`src/rtl/dly_line_pkg.sv`:
```
// Shared types and helpers for the programmable delay line.
package dly_line_pkg;

    // Default stage payload width; the top re-declares the record at its own WIDTH.
    localparam int unsigned STG_W_DEF = 8;

    // One pipeline stage: payload plus its qualifier.
    typedef struct packed {
        logic [STG_W_DEF-1:0] data;
        logic                 vld;
    } stg_rec_t;

    // Result of clamping a requested delay against the pipeline depth.
    typedef struct packed {
        logic [31:0] val;
        logic        ovf;
    } dly_clamp_t;

    // Limit a requested delay to the available depth and flag the overflow.
    function automatic dly_clamp_t clamp_dly(input logic [31:0] dly,
                                             input logic [31:0] depth);
        dly_clamp_t r;
        r.ovf = (dly > depth);
        r.val = r.ovf ? depth : dly;
        return r;
    endfunction

endpackage

```
`src/rtl/dly_line_if.sv`:
```
// Data, control and status bundle of the delay line.
interface dly_line_if #(
    parameter int WIDTH = 8,
    parameter int DLY_W = 5
);
    logic             en;
    logic [WIDTH-1:0] d;
    logic             d_vld;
    logic [DLY_W-1:0] dly;
    logic             dly_ld;
    logic [WIDTH-1:0] q;
    logic             q_vld;
    logic             primed;
    logic             dly_err;

    // Producer / controller side.
    modport master (
        output en, d, d_vld, dly, dly_ld,
        input  q, q_vld, primed, dly_err
    );

    // Delay line side.
    modport slave (
        input  en, d, d_vld, dly, dly_ld,
        output q, q_vld, primed, dly_err
    );

endinterface

```
`src/rtl/dly_line_stage.sv`:
```
// Single enable-gated data+valid register with flush of the valid bit.
// Shift wins over flush: when both are asserted the stage takes rec_i, and
// the caller is expected to have already masked the incoming valid.
module dly_stage
    import dly_line_pkg::*;
#(
    parameter type rec_t = stg_rec_t
) (
    input  logic clk,
    input  logic rst,
    input  logic en_i,
    input  logic flush_i,
    input  rec_t rec_i,
    output rec_t rec_o
);

    rec_t rec_q;

    // Capture on advance; otherwise a flush drops only the valid, data is kept.
    always_ff @(posedge clk) begin
        if (rst) begin
            rec_q <= '0;
        end else if (en_i) begin
            rec_q <= rec_i;
        end else if (flush_i) begin
            rec_q.vld <= 1'b0;
        end
    end

    assign rec_o = rec_q;

endmodule

```
`src/rtl/dly_line.sv`:
```
// Runtime-programmable delay line: 0..DEPTH cycles of data+valid delay.
// Delay 0 is transparent while advancing and latched while stalled; delay k
// taps stage k-1 of a shift pipeline. Reprogramming flushes all valids and
// restarts fill tracking.
module dly_line
    import dly_line_pkg::*;
#(
    parameter int WIDTH    = 8,
    parameter int DEPTH    = 16,
    parameter int DLY_INIT = 1
) (
    input  logic     clk,
    input  logic     rst,
    dly_line_if.slave bus
);

    localparam int DLY_W = $clog2(DEPTH + 1);

    typedef struct packed {
        logic [WIDTH-1:0] data;
        logic             vld;
    } stg_t;

    stg_t stg_in  [DEPTH];
    stg_t stg_out [DEPTH];
    stg_t hold_in;
    stg_t hold_out;

    logic [DLY_W-1:0] dly_r_q, dly_r_d;
    logic [DLY_W-1:0] fill_q,  fill_d;
    logic             err_q,   err_d;
    dly_clamp_t       clamp;

    logic [WIDTH-1:0] q_sel;
    logic             vld_sel;

    // Stage inputs: stage 0 takes the new sample; downstream valids are masked
    // on a load so that a load+advance edge leaves only stage 0 valid.
    always_comb begin
        stg_in[0].data = bus.d;
        stg_in[0].vld  = bus.d_vld;
        for (int i = 1; i < DEPTH; i++) begin
            stg_in[i].data = stg_out[i-1].data;
            stg_in[i].vld  = stg_out[i-1].vld & ~bus.dly_ld;
        end
    end

    // Shift pipeline.
    for (genvar gi = 0; gi < DEPTH; gi++) begin : g_stg
        dly_stage #(.rec_t(stg_t)) u_stg (
            .clk     (clk),
            .rst     (rst),
            .en_i    (bus.en),
            .flush_i (bus.dly_ld),
            .rec_i   (stg_in[gi]),
            .rec_o   (stg_out[gi])
        );
    end

    // Hold register feeding the latched side of the zero-delay path.
    always_comb begin
        hold_in.data = bus.d;
        hold_in.vld  = bus.d_vld;
    end

    dly_stage #(.rec_t(stg_t)) u_hold (
        .clk     (clk),
        .rst     (rst),
        .en_i    (bus.en),
        .flush_i (bus.dly_ld),
        .rec_i   (hold_in),
        .rec_o   (hold_out)
    );

    // Clamp the requested delay against the physical depth.
    always_comb begin
        clamp = clamp_dly(32'(bus.dly), 32'(DEPTH));
    end

    // Next-state for delay select, fill counter and sticky range error.
    always_comb begin
        dly_r_d = dly_r_q;
        fill_d  = fill_q;
        err_d   = err_q;
        if (bus.dly_ld) begin
            dly_r_d = DLY_W'(clamp.val);
            err_d   = err_q | clamp.ovf;
            fill_d  = bus.en ? DLY_W'(1) : '0;
        end else if (bus.en && (fill_q < dly_r_q)) begin
            fill_d = fill_q + 1'b1;
        end
    end

    // Control state registers.
    always_ff @(posedge clk) begin
        if (rst) begin
            dly_r_q <= DLY_W'(DLY_INIT);
            fill_q  <= '0;
            err_q   <= 1'b0;
        end else begin
            dly_r_q <= dly_r_d;
            fill_q  <= fill_d;
            err_q   <= err_d;
        end
    end

    // Output tap select; delay 0 bypasses the pipeline entirely.
    always_comb begin
        q_sel   = '0;
        vld_sel = 1'b0;
        if (dly_r_q == '0) begin
            if (bus.en) begin
                q_sel   = bus.d;
                vld_sel = bus.d_vld;
            end else begin
                q_sel   = hold_out.data;
                vld_sel = hold_out.vld;
            end
        end else begin
            for (int i = 0; i < DEPTH; i++) begin
                if (dly_r_q == DLY_W'(i + 1)) begin
                    q_sel   = stg_out[i].data;
                    vld_sel = stg_out[i].vld;
                end
            end
        end
    end

    assign bus.q       = q_sel;
    assign bus.q_vld   = vld_sel;
    assign bus.primed  = (fill_q >= dly_r_q);
    assign bus.dly_err = err_q;

endmodule

```
`src/flat_wrapper.sv`:
```
// flat-port wrapper written by rule: the top's interface ports become plain ports
module dly_line_flat import dly_line_pkg::*;
#(
    parameter int WIDTH    = 8,
    parameter int DEPTH    = 16,
    parameter int DLY_INIT = 1
)
  (clk, rst, bus_en, bus_d, bus_d_vld, bus_dly, bus_dly_ld, bus_q, bus_q_vld, bus_primed, bus_dly_err);
  dly_line_if #(.WIDTH(WIDTH), .DLY_W(($clog2(DEPTH + 1)))) bus_i ();
  input  logic clk;
  input  logic rst;
  input wire logic [$bits(bus_i.en)-1:0] bus_en;
  input wire logic [$bits(bus_i.d)-1:0] bus_d;
  input wire logic [$bits(bus_i.d_vld)-1:0] bus_d_vld;
  input wire logic [$bits(bus_i.dly)-1:0] bus_dly;
  input wire logic [$bits(bus_i.dly_ld)-1:0] bus_dly_ld;
  output wire logic [$bits(bus_i.q)-1:0] bus_q;
  output wire logic [$bits(bus_i.q_vld)-1:0] bus_q_vld;
  output wire logic [$bits(bus_i.primed)-1:0] bus_primed;
  output wire logic [$bits(bus_i.dly_err)-1:0] bus_dly_err;
  assign bus_i.en = bus_en;
  assign bus_i.d = bus_d;
  assign bus_i.d_vld = bus_d_vld;
  assign bus_i.dly = bus_dly;
  assign bus_i.dly_ld = bus_dly_ld;
  assign bus_q = bus_i.q;
  assign bus_q_vld = bus_i.q_vld;
  assign bus_primed = bus_i.primed;
  assign bus_dly_err = bus_i.dly_err;
  dly_line #(.WIDTH(WIDTH), .DEPTH(DEPTH), .DLY_INIT(DLY_INIT)) u_core (.clk(clk), .rst(rst), .bus(bus_i));
endmodule
```
`config.mk`:
```
export PLATFORM = sky130hd
export DESIGN_NAME = dly_line_flat
export DESIGN_NICKNAME = d
export VERILOG_FILES = /design/src/rtl/dly_line_pkg.sv /design/src/rtl/dly_line_if.sv /design/src/rtl/dly_line_stage.sv /design/src/rtl/dly_line.sv /design/src/flat_wrapper.sv
export SDC_FILE = /design/constraint.sdc
export NUM_CORES = 1
export LEC_CHECK = 0
export CAP_MARGIN = 20
export CORE_AREA = 2 2 178 180
export CTS_CLUSTER_DIAMETER = 30
export DETAILED_ROUTE_END_ITERATION = 6
export DIE_AREA = 0 0 180 182
export PLACE_DENSITY = 0.43
export REMOVE_ABC_BUFFERS = 1
export SYNTH_ARGS = -nofsm -noshare
export SYNTH_HDL_FRONTEND = slang
export SYNTH_SLANG_ARGS = --single-unit
export TNS_END_PERCENT = 5
```
`constraint.sdc`:
```
create_clock -name clk -period 2.1 [get_ports clk]
set_input_delay 0.42 -clock clk [delete_from_list [all_inputs] [get_ports clk]]
set_output_delay 0.42 -clock clk [all_outputs]
set_load 0.05 [all_outputs]
```
==> results of run 1 <==
sequential cells by signal (all words and copies together), names as in the netlist:
register / count
u_core.dly_r_q: 5
u_core.fill_q: 5
u_core.g_stg.u_stg.rec_o: 144
u_core.u_hold.rec_o: 8
u_core.bus.dly_err: 1
layer usage:
layer | GRT usage (%) | vias to the layer above
met4 | 3.902 | 0
met5 | 0 | -
met3 | 2.146 | 15
li1 | - | 3160
met1 | 18.71 | 2961
met2 | 22.19 | 65
metrics by stage:
step,hold slack (ns),std cells,power [W],TNS [ns]
2_1_floorplan,0.4504,771,0.003678,-17.75
3_3_place_gp,0.4558,1319,0.004280,-3.115
3_5_place_dp,0.4616,1319,0.004278,-3.091
4_1_cts,0.2918,1352,0.007508,-6.672
5_1_grt,0.2964,1354,0.007708,-7.467
6_report,0.2954,1354,0.007415,-6.092
report_power, final:
part	internal [W]	total (W)	switching [W]
clock	0.00185	0.00318	0.00132
combinational	0.000497	0.00108	0.000581
sequential	0.00313	0.00316	0.0000318
cell families after synthesis:
logic type	after synthesis	synth area share (%)
buffers and inverters	74	4.291
flip-flops	163	42.88
multiplexers	180	23.89
XOR/XNOR	2	0.2302
AO/OA/AOI/OAI	136	11.95
AND/OR/NAND/NOR	275	15.77
adder cells (fa/ha/maj)	6	0.9865
final cells by class:
type                       count  area, um^2  share of cell area (%)
clock buffer                  21       470.5                   4.734
clock inverter                11       126.4                   1.272
inverter                       9       33.78                  0.3399
multi-input combinational    599        4172                   41.97
sequential                   163        3273                   32.93
tap                          402       503.0                   5.061
timing repair buffer         149        1360                   13.68
worst register-to-register path: stages (launching register included):
cell	delay, ns
dfxtp_1	0.34
buf_6	0.14
inv_2	0.09
buf_4	0.14
ha_1	0.28
a21o_1	0.20
a21oi_2	0.14
buf_4	0.13
nand4_1	0.11
or3_1	0.36
a21oi_1	0.14
placed cells by master (no fill, tap or decap), types with 13 or more instances in the layout:
cell / n
a21oi_1: 27
buf_12: 13
buf_4: 116
clkbuf_16: 17
clkdlybuf4s50_1: 16
dfxtp_1: 159
mux2i_1: 165
nand2_1: 32
nor2_1: 176
nor2b_1: 13
o22ai_1: 21
what timing repair did:
| item | in CTS | in global routing |
|---|---|---|
| resized for setup | 22 | 18 |
| pin swaps | 6 | 2 |
| setup endpoints to repair | 15 | 15 |
| setup buffers | 0 | 2 |
| hold buffers | 0 | 0 |
| gates cloned | 1 | 0 |
path summary, 6_finish.rpt:
path,start,endpoint,slack (ns)
setup / recovery,u_core.dly_r_q[1],bus_q[1],-0.71
hold / removal,rst,u_core.fill_q[0],0.30
setup reg to reg,u_core.dly_r_q[3],u_core.fill_q[4],-0.03
hold reg to reg,u_core.bus.dly_err,u_core.bus.dly_err,0.47
==> impl.org, run 1 <==
** Clock network
- CTS H-Tree Depth :: 4
- Clock insertion delay at the later pin of the skew report :: 0.43 ns
- The tree is rooted in a clkbuf_16.
- # clock sinks :: 163
- Deepest clock path buffer count :: 2
- TritonCTS built the clock tree.
- Number of CTS-inserted buffers :: 17
- After clock tree synthesis, the clock-pin slew on the worst setup and hold paths is 0.07 ns.

** Drt
- Average routed wire per standard cell :: 16.40 um
- Number of violations reported at the end of detailed-routing iteration 0 :: 302
- For this block, the via count after detailed routing is 6201.
- The first TritonRoute pass finished after 4 iterations.
- The detailed router used layers up to and including met4.
- After detailed routing, the number of vias per cell comes to 4.580.
- In the detailed route, the total length drawn on met2 is 10.31 mm.
- Wl on met1 :: 11.18 mm
- Drc violations :: 0
- The count of nets left with antenna violations once routing finished came out at 0.
- Sum of routed wire length over all layers :: 22.21 mm
- WL met3 :: 462 um

** Layout
- After routing the design area is 9938 um^2.
- Fill cells in the final layout number 3207.
- 0 antenna diodes ended up in the layout.
- Cells fill 32.07% of the core in the end.
- Relative area change from synthesis to final layout :: 30.60%
- Of the cells placed in the final design, the portion with a size suffix greater than 1 is 22.16%.
- Number of nets at the end of the flow :: 963

** Placed design
- Half-perimeter wire length of the detailed placement result :: 15.82 mm
- Placement Cell Area :: 9115 um^2
- Post-place setup slack :: -0.4313 ns
- Count of port buffers added during placement :: 28
- Placer Congestion :: 0.8238

** Synthesis
- Register area share after synthesis :: 42.88%
- In the post-synthesis netlist, the cell with the most instances is nor2_1.
- List of most frequent post-synthesis cells :: nor2_1 (177), mux2i_1 (167), dfxtp_1 (163), buf_2 (33), nand2_1 (33)
- In this run the biggest area consumer among cell types represents 42.88% of the synthesized area.
- Counting every instance in the synthesized netlist gives 836.
- The largest total area in the synthesized netlist belongs to dfxtp_1.
- Biggest area contributors in the synthesized netlist :: dfxtp_1 (43%), mux2i_1 (22%), nor2_1 (8.7%)
- Mean Syn Cell Area :: 9.103 um^2
- For this run, the number of Yosys warnings is 0.
- After synthesis the netlist holds a flip-flop and latch count of 163.
- Summed instance area of the synthesized netlist :: 7610 um^2
- Number of distinct library cells after synthesis :: 60
- In the synthesized netlist the async set-or-reset flop fraction comes to 0%.
- In the synthesized netlist the dominant register cell turns out to be dfxtp_1.
- Post-synth EDFFs :: 0

** Global route
- Entering global routing, the biggest net connects 78 pins.
- The via count of the first global-routing pass is 6227.
- The first global-routing pass estimated 35.33 mm of wire.
- For this run the aggregate overflow at the end of global routing stands at 0.
- The initial antenna violation count came to 0.
- Total routing resource utilization after global routing :: 13.66%

** Worst setup path
- Data on the critical path is required at its endpoint by 1.68 ns.
- Top fanout value on the critical path :: 6
- The largest individual stage delay along the critical path comes from the cell or4b_4.
- In this run the number of cells on the critical path is 6.
- The worst setup path is of the flop to primary output kind.
- Data arrival at the endpoint of the critical path :: 2.39 ns
- Worst r2r path cells :: 10
- Gate family responsible for the most delay along the worst path :: compound AO/OA/AOI/OAI gates
- For this run, the slowest stage of the critical path takes 0.59 ns.
- The number of buffers and inverters on the critical path is 2.
- STA classifies the critical path endpoint as a primary output.
- Launching element type of the critical path :: flop
- The critical path goes through or4b_4 > o211ai_1 > a21oi_2 > a222oi_1 > buf_4 > buf_12.

** Timing
- Endpoints failing setup :: 11
- Min cycle time layout :: 2.806 ns
- Number of hold-slack violations in the final timing report :: 0
- Slew Limit Headroom :: 47.12%
- Dividing the final minimum period by the clock period gives 133.6%.
- Static timing analysis puts the maximum clock frequency at 356.3 MHz.
- On the final layout, the worst clock skew is 0.008094 ns.
- For the pin with the worst max-slew slack, the measured transition is 0.7932 ns.
- The max-slew violation count came to 0.
- Setup repair after global routing could not meet its margin everywhere.
- Setup slack on the critical path of the routed design comes to -0.7063 ns.

** Floorplan
- Top Ports :: 29
- Measured along the x axis, the die boundary spans 180 um.
- In this run the core area contains 65 standard-cell rows.
- The die covers 32760 um^2.
- Starting utilization of the core area :: 24.56%
- The die is 182 um tall.
- The region available for standard cell placement spans 30990 um^2.

** Power and ir drop
- Maximum vdd drop :: 0.0003992 V
- In this run the static leakage power is 4.200 nW.
- Pwr per Cell Area :: 746.1 nW/um^2

** Run
- Max-cap violations in this run came to 0.

** Outcome
- The flow ran to the end, but the final reports show violations.
- Violated checks :: negative setup slack

** Hold path
- Hold Path Class :: primary input to flop
- Hold Path Stages :: 2
(Power assumes the default switching activity.)
==> inputs of run 2 (changes only) <==
--- a/config.mk
+++ b/config.mk
@@ -6,10 +6,10 @@
 export NUM_CORES = 1
 export LEC_CHECK = 0
 export CAP_MARGIN = 20
-export CORE_AREA = 2 2 178 180
+export CORE_AREA = 8 8 184 186
 export CTS_CLUSTER_DIAMETER = 30
 export DETAILED_ROUTE_END_ITERATION = 6
-export DIE_AREA = 0 0 180 182
+export DIE_AREA = 0 0 192 194
 export PLACE_DENSITY = 0.43
 export REMOVE_ABC_BUFFERS = 1
 export SYNTH_ARGS = -nofsm -noshare
==> run 2 against run 1 <==
The flow still finishes with violations (negative setup slack). Count of clock-buffer cells in the layout unchanged. Global-route usage down 1.7 points. Cell count shrank 0.44%. Hold slack better by 0.10 ns. Fmax rose by 0.60%. Register-to-register slack gained 0.06 ns. First-iteration DRC count grew 42%. Power is 1.9% lower. Routed wire length fell by 0.97%. Die area is 14% higher. Critical endpoint unchanged. Largest power group is now sequential cells. Highest routed layer unchanged.
==> impl.org, run 2 (synthesis gave the netlist of run 1 again) <==
** Power and ir drop
- Power spread over the standard cell area amounts to 731.7 nW/um^2.
- Maximum vdd drop :: 0.0005118 V
- Leakage :: 4.191 nW

** Floorplan
- The die is 194 um tall.
- The total area inside the core boundary comes to 31070 um^2.
- For this design the top-level I/O count stands at 29.
- Width of the die :: 192 um
- Starting utilization of the core area :: 24.49%
- The floorplan step defined a die boundary enclosing 37250 um^2.
- Row generation in the floorplan step produced 65 rows.

** Layout
- The final layout contains 957 nets.
- Diodes inserted :: 0
- The register with the most flip-flops in the layout has 144 of them.
- Relative area change from synthesis to final layout :: 30.63%
- Most frequent cells in the layout :: nor2_1 (176), mux2i_1 (167), dfxtp_1 (158)
- The filler cells instantiated in the layout total 3282.
- Cell Count, Final, Fillers Out :: 1348
- In the final layout, the share of cells above drive strength 1 is 22.62%.
- Leaving out fill and tap cells, the most frequent cell in the layout is nor2_1.

** Drt
- The pre-antenna-repair detailed-routing pass consisted of 4 iterations.
- After detailed routing, the average wire length per cell comes to 16.32 um.
- After detailed routing, the number of remaining DRC violations is 0.
- After detailed routing, the total wire length is 22.00 mm.
- Antenna-violating nets left :: 0
- The final route contains 6237 vias.
- In the routed layout, each cell is associated on average with a via count of 4.627.
- In this run, the number of DRC markers left after iteration 0 of detailed routing was 429.

** Clock network
- Counting every sink on the clock net gives 163.
- After clock tree synthesis, the clock-pin slew on the worst setup and hold paths is 0.07 ns.
- Number of CTS-inserted buffers :: 17
- Counting along the longest clock path gives a buffer depth of 2.
- In this run the clock root is driven by a clkbuf_16.
- TritonCTS built the clock tree.
- The H-tree generated during clock tree synthesis spans 4 levels.
- Post-cts hold buffer count :: 0
- At the later pin of the worst-skew pair, clock insertion delay measures 0.42 ns.

** Worst setup path
- Start-to-end type of the worst setup path :: flop to primary output
- FF-to-FF Start :: u_core.dly_r_q[1]
- Crit. End Element :: primary output
- At the worst endpoint, the arrival time is 2.37 ns.
- Counting cells, the worst reg-to-reg path comes to 9.
- For flop-to-flop paths, the worst setup slack is 0.03 ns.
- STA classifies the critical path startpoint as a flop.
- Required time of the critical path :: 1.68 ns
- Top fanout value on the critical path :: 4
- Crit Reg-Reg Endpoint :: u_core.fill_q[4]

** Placed design
- Detailed placement finished with a half-perimeter wire length of 15.85 mm.
- In this run the tool buffered the top-level ports with 28 buffer cells.
- At the end of routability-driven placement, the weighted congestion stood at 0.8110.
- Post-place setup slack :: -0.3790 ns
- Counting tap cells, the placed design contains a total of 1312 instances.

** Hold path
- Hold Path Stages :: 2
- The worst hold path belongs to the class primary input to flop.
- The worst hold path begins at rst.
- Hold Path End :: u_core.g_stg[5].u_stg.rec_o[3]

** Timing
- For the finished layout, the period the worst path requires is 2.789 ns.
- Worst hold margin :: 0.3954 ns
- Slew Limit Headroom :: 66.44%
- Setup violations remaining at the end of the flow were counted as 10.
- Max Freq :: 358.5 MHz
- Slew Limit Fails :: 0
- Fin crit share :: 132.8%
- Fin Clk Skew :: 0.007965 ns
- Across all setup checks in the final design, the least slack found is -0.6894 ns.
- Worst slew pin tran :: 0.5019 ns
- Number of hold-slack violations in the final timing report :: 0
- Setup repair after global routing could not meet its margin everywhere.

** Global route
- Number of global-route vias before repair :: 6074
- Antenna violations before repair :: 0
- Grt ovf :: 0
- Entering global routing, the biggest net connects 76 pins.
- For this run, the total global-route usage over all layers was measured as 11.98%.
- The first global-routing pass estimated 35.47 mm of wire.

** Run
- Number of max-cap violations :: 0

** Outcome
- Violated checks :: negative setup slack
- Outcome :: finished with violations
-- run 2: cell count changes in the layout (fill, tap and decap cells not counted), sizes merged --
cell / previous run / this run
buf: 131 / 126
bufbuf: 1 / 0
bufinv: 2 / 1
clkinvlp: 1 / 2
-- run 2: what timing repair did --
action / in CTS / in global routing
pin swaps: 10 / 6
hold endpoints to repair: 0 / 0
resized for setup: 34 / 17
buffers inserted: 2 / 2
endpoints found under the setup margin: 14 / 15
-- run 2: stage by stage --
step | total power [W] | setup TNS [ns] | instance area (um^2) | util, %
after floorplan | 0.003678 | -17.75 | 7317 | -
after global placement | 0.004287 | -2.724 | 9112 | 29.33
after detailed placement | 0.004286 | -2.711 | 9112 | 29.33
after CTS | 0.007383 | -5.856 | 9859 | 31.74
after global routing | 0.007599 | -6.423 | 9941 | 32.00
final | 0.007274 | -5.370 | 9941 | 32.00
-- run 2: worst max path at each step --
stage	startpoint	end
6_report	u_core.dly_r_q[1]	bus_q[1]
5_1_grt	u_core.dly_r_q[2]	bus_q[1]
4_1_cts	u_core.dly_r_q[2]	bus_q[3]
3_5_place_dp	u_core.dly_r_q[1]	bus_q[3]
3_3_place_gp	u_core.dly_r_q[1]	bus_q[3]
2_1_floorplan	u_core.dly_r_q[0]	bus_q[1]
-- run 2: area by class of cell --
type | count | area [um^2] | area share, %
Multi-Input combinational cell | 599 | 4197 | 42.22
Inverter | 9 | 38.79 | 0.3902
Timing Repair Buffer | 143 | 1356 | 13.64
Sequential cell | 163 | 3272 | 32.91
Tap cell | 402 | 503.0 | 5.060
Clock buffer | 21 | 470.5 | 4.733
Clock inverter | 11 | 103.9 | 1.045
-- run 2: critical path, stage by stage, from the launching register on --
cell,delay (ns)
dfxtp_4,0.36
or4b_4,0.57
buf_12,0.16
o211ai_1,0.18
a21oi_2,0.07
a222oi_1,0.29
buf_4,0.19
buf_12,0.13
-- run 2: where the power goes --
| part | internal, W | switching [W] | leakage, nW |
|---|---|---|---|
| clock | 0.00173 | 0.00129 | 0.279 |
| combinational | 0.000503 | 0.000588 | 2.59 |
| sequential | 0.00313 | 0.0000289 | 1.32 |
-- run 2: layer usage --
metal	track usage, %	share of wire [%]	wire [um]	vias to the layer above
met5	0	0	0	-
met4	2.886	1.0	228	0
met3	1.942	3.0	663	12
met2	18.89	46	10220	72
met1	16.76	49	10890	2992
li1	-	-	-	3161
==> inputs of run 3 (changes only) <==
--- a/config.mk
+++ b/config.mk
@@ -8,6 +8,7 @@
 export CAP_MARGIN = 20
 export CORE_AREA = 8 8 184 186
 export CTS_CLUSTER_DIAMETER = 30
+export CTS_CLUSTER_SIZE = 10
 export DETAILED_ROUTE_END_ITERATION = 6
 export DIE_AREA = 0 0 192 194
 export PLACE_DENSITY = 0.43
==> results of run 3 <==
No change in the layout: final DEF, timing and power equal those of run 2.
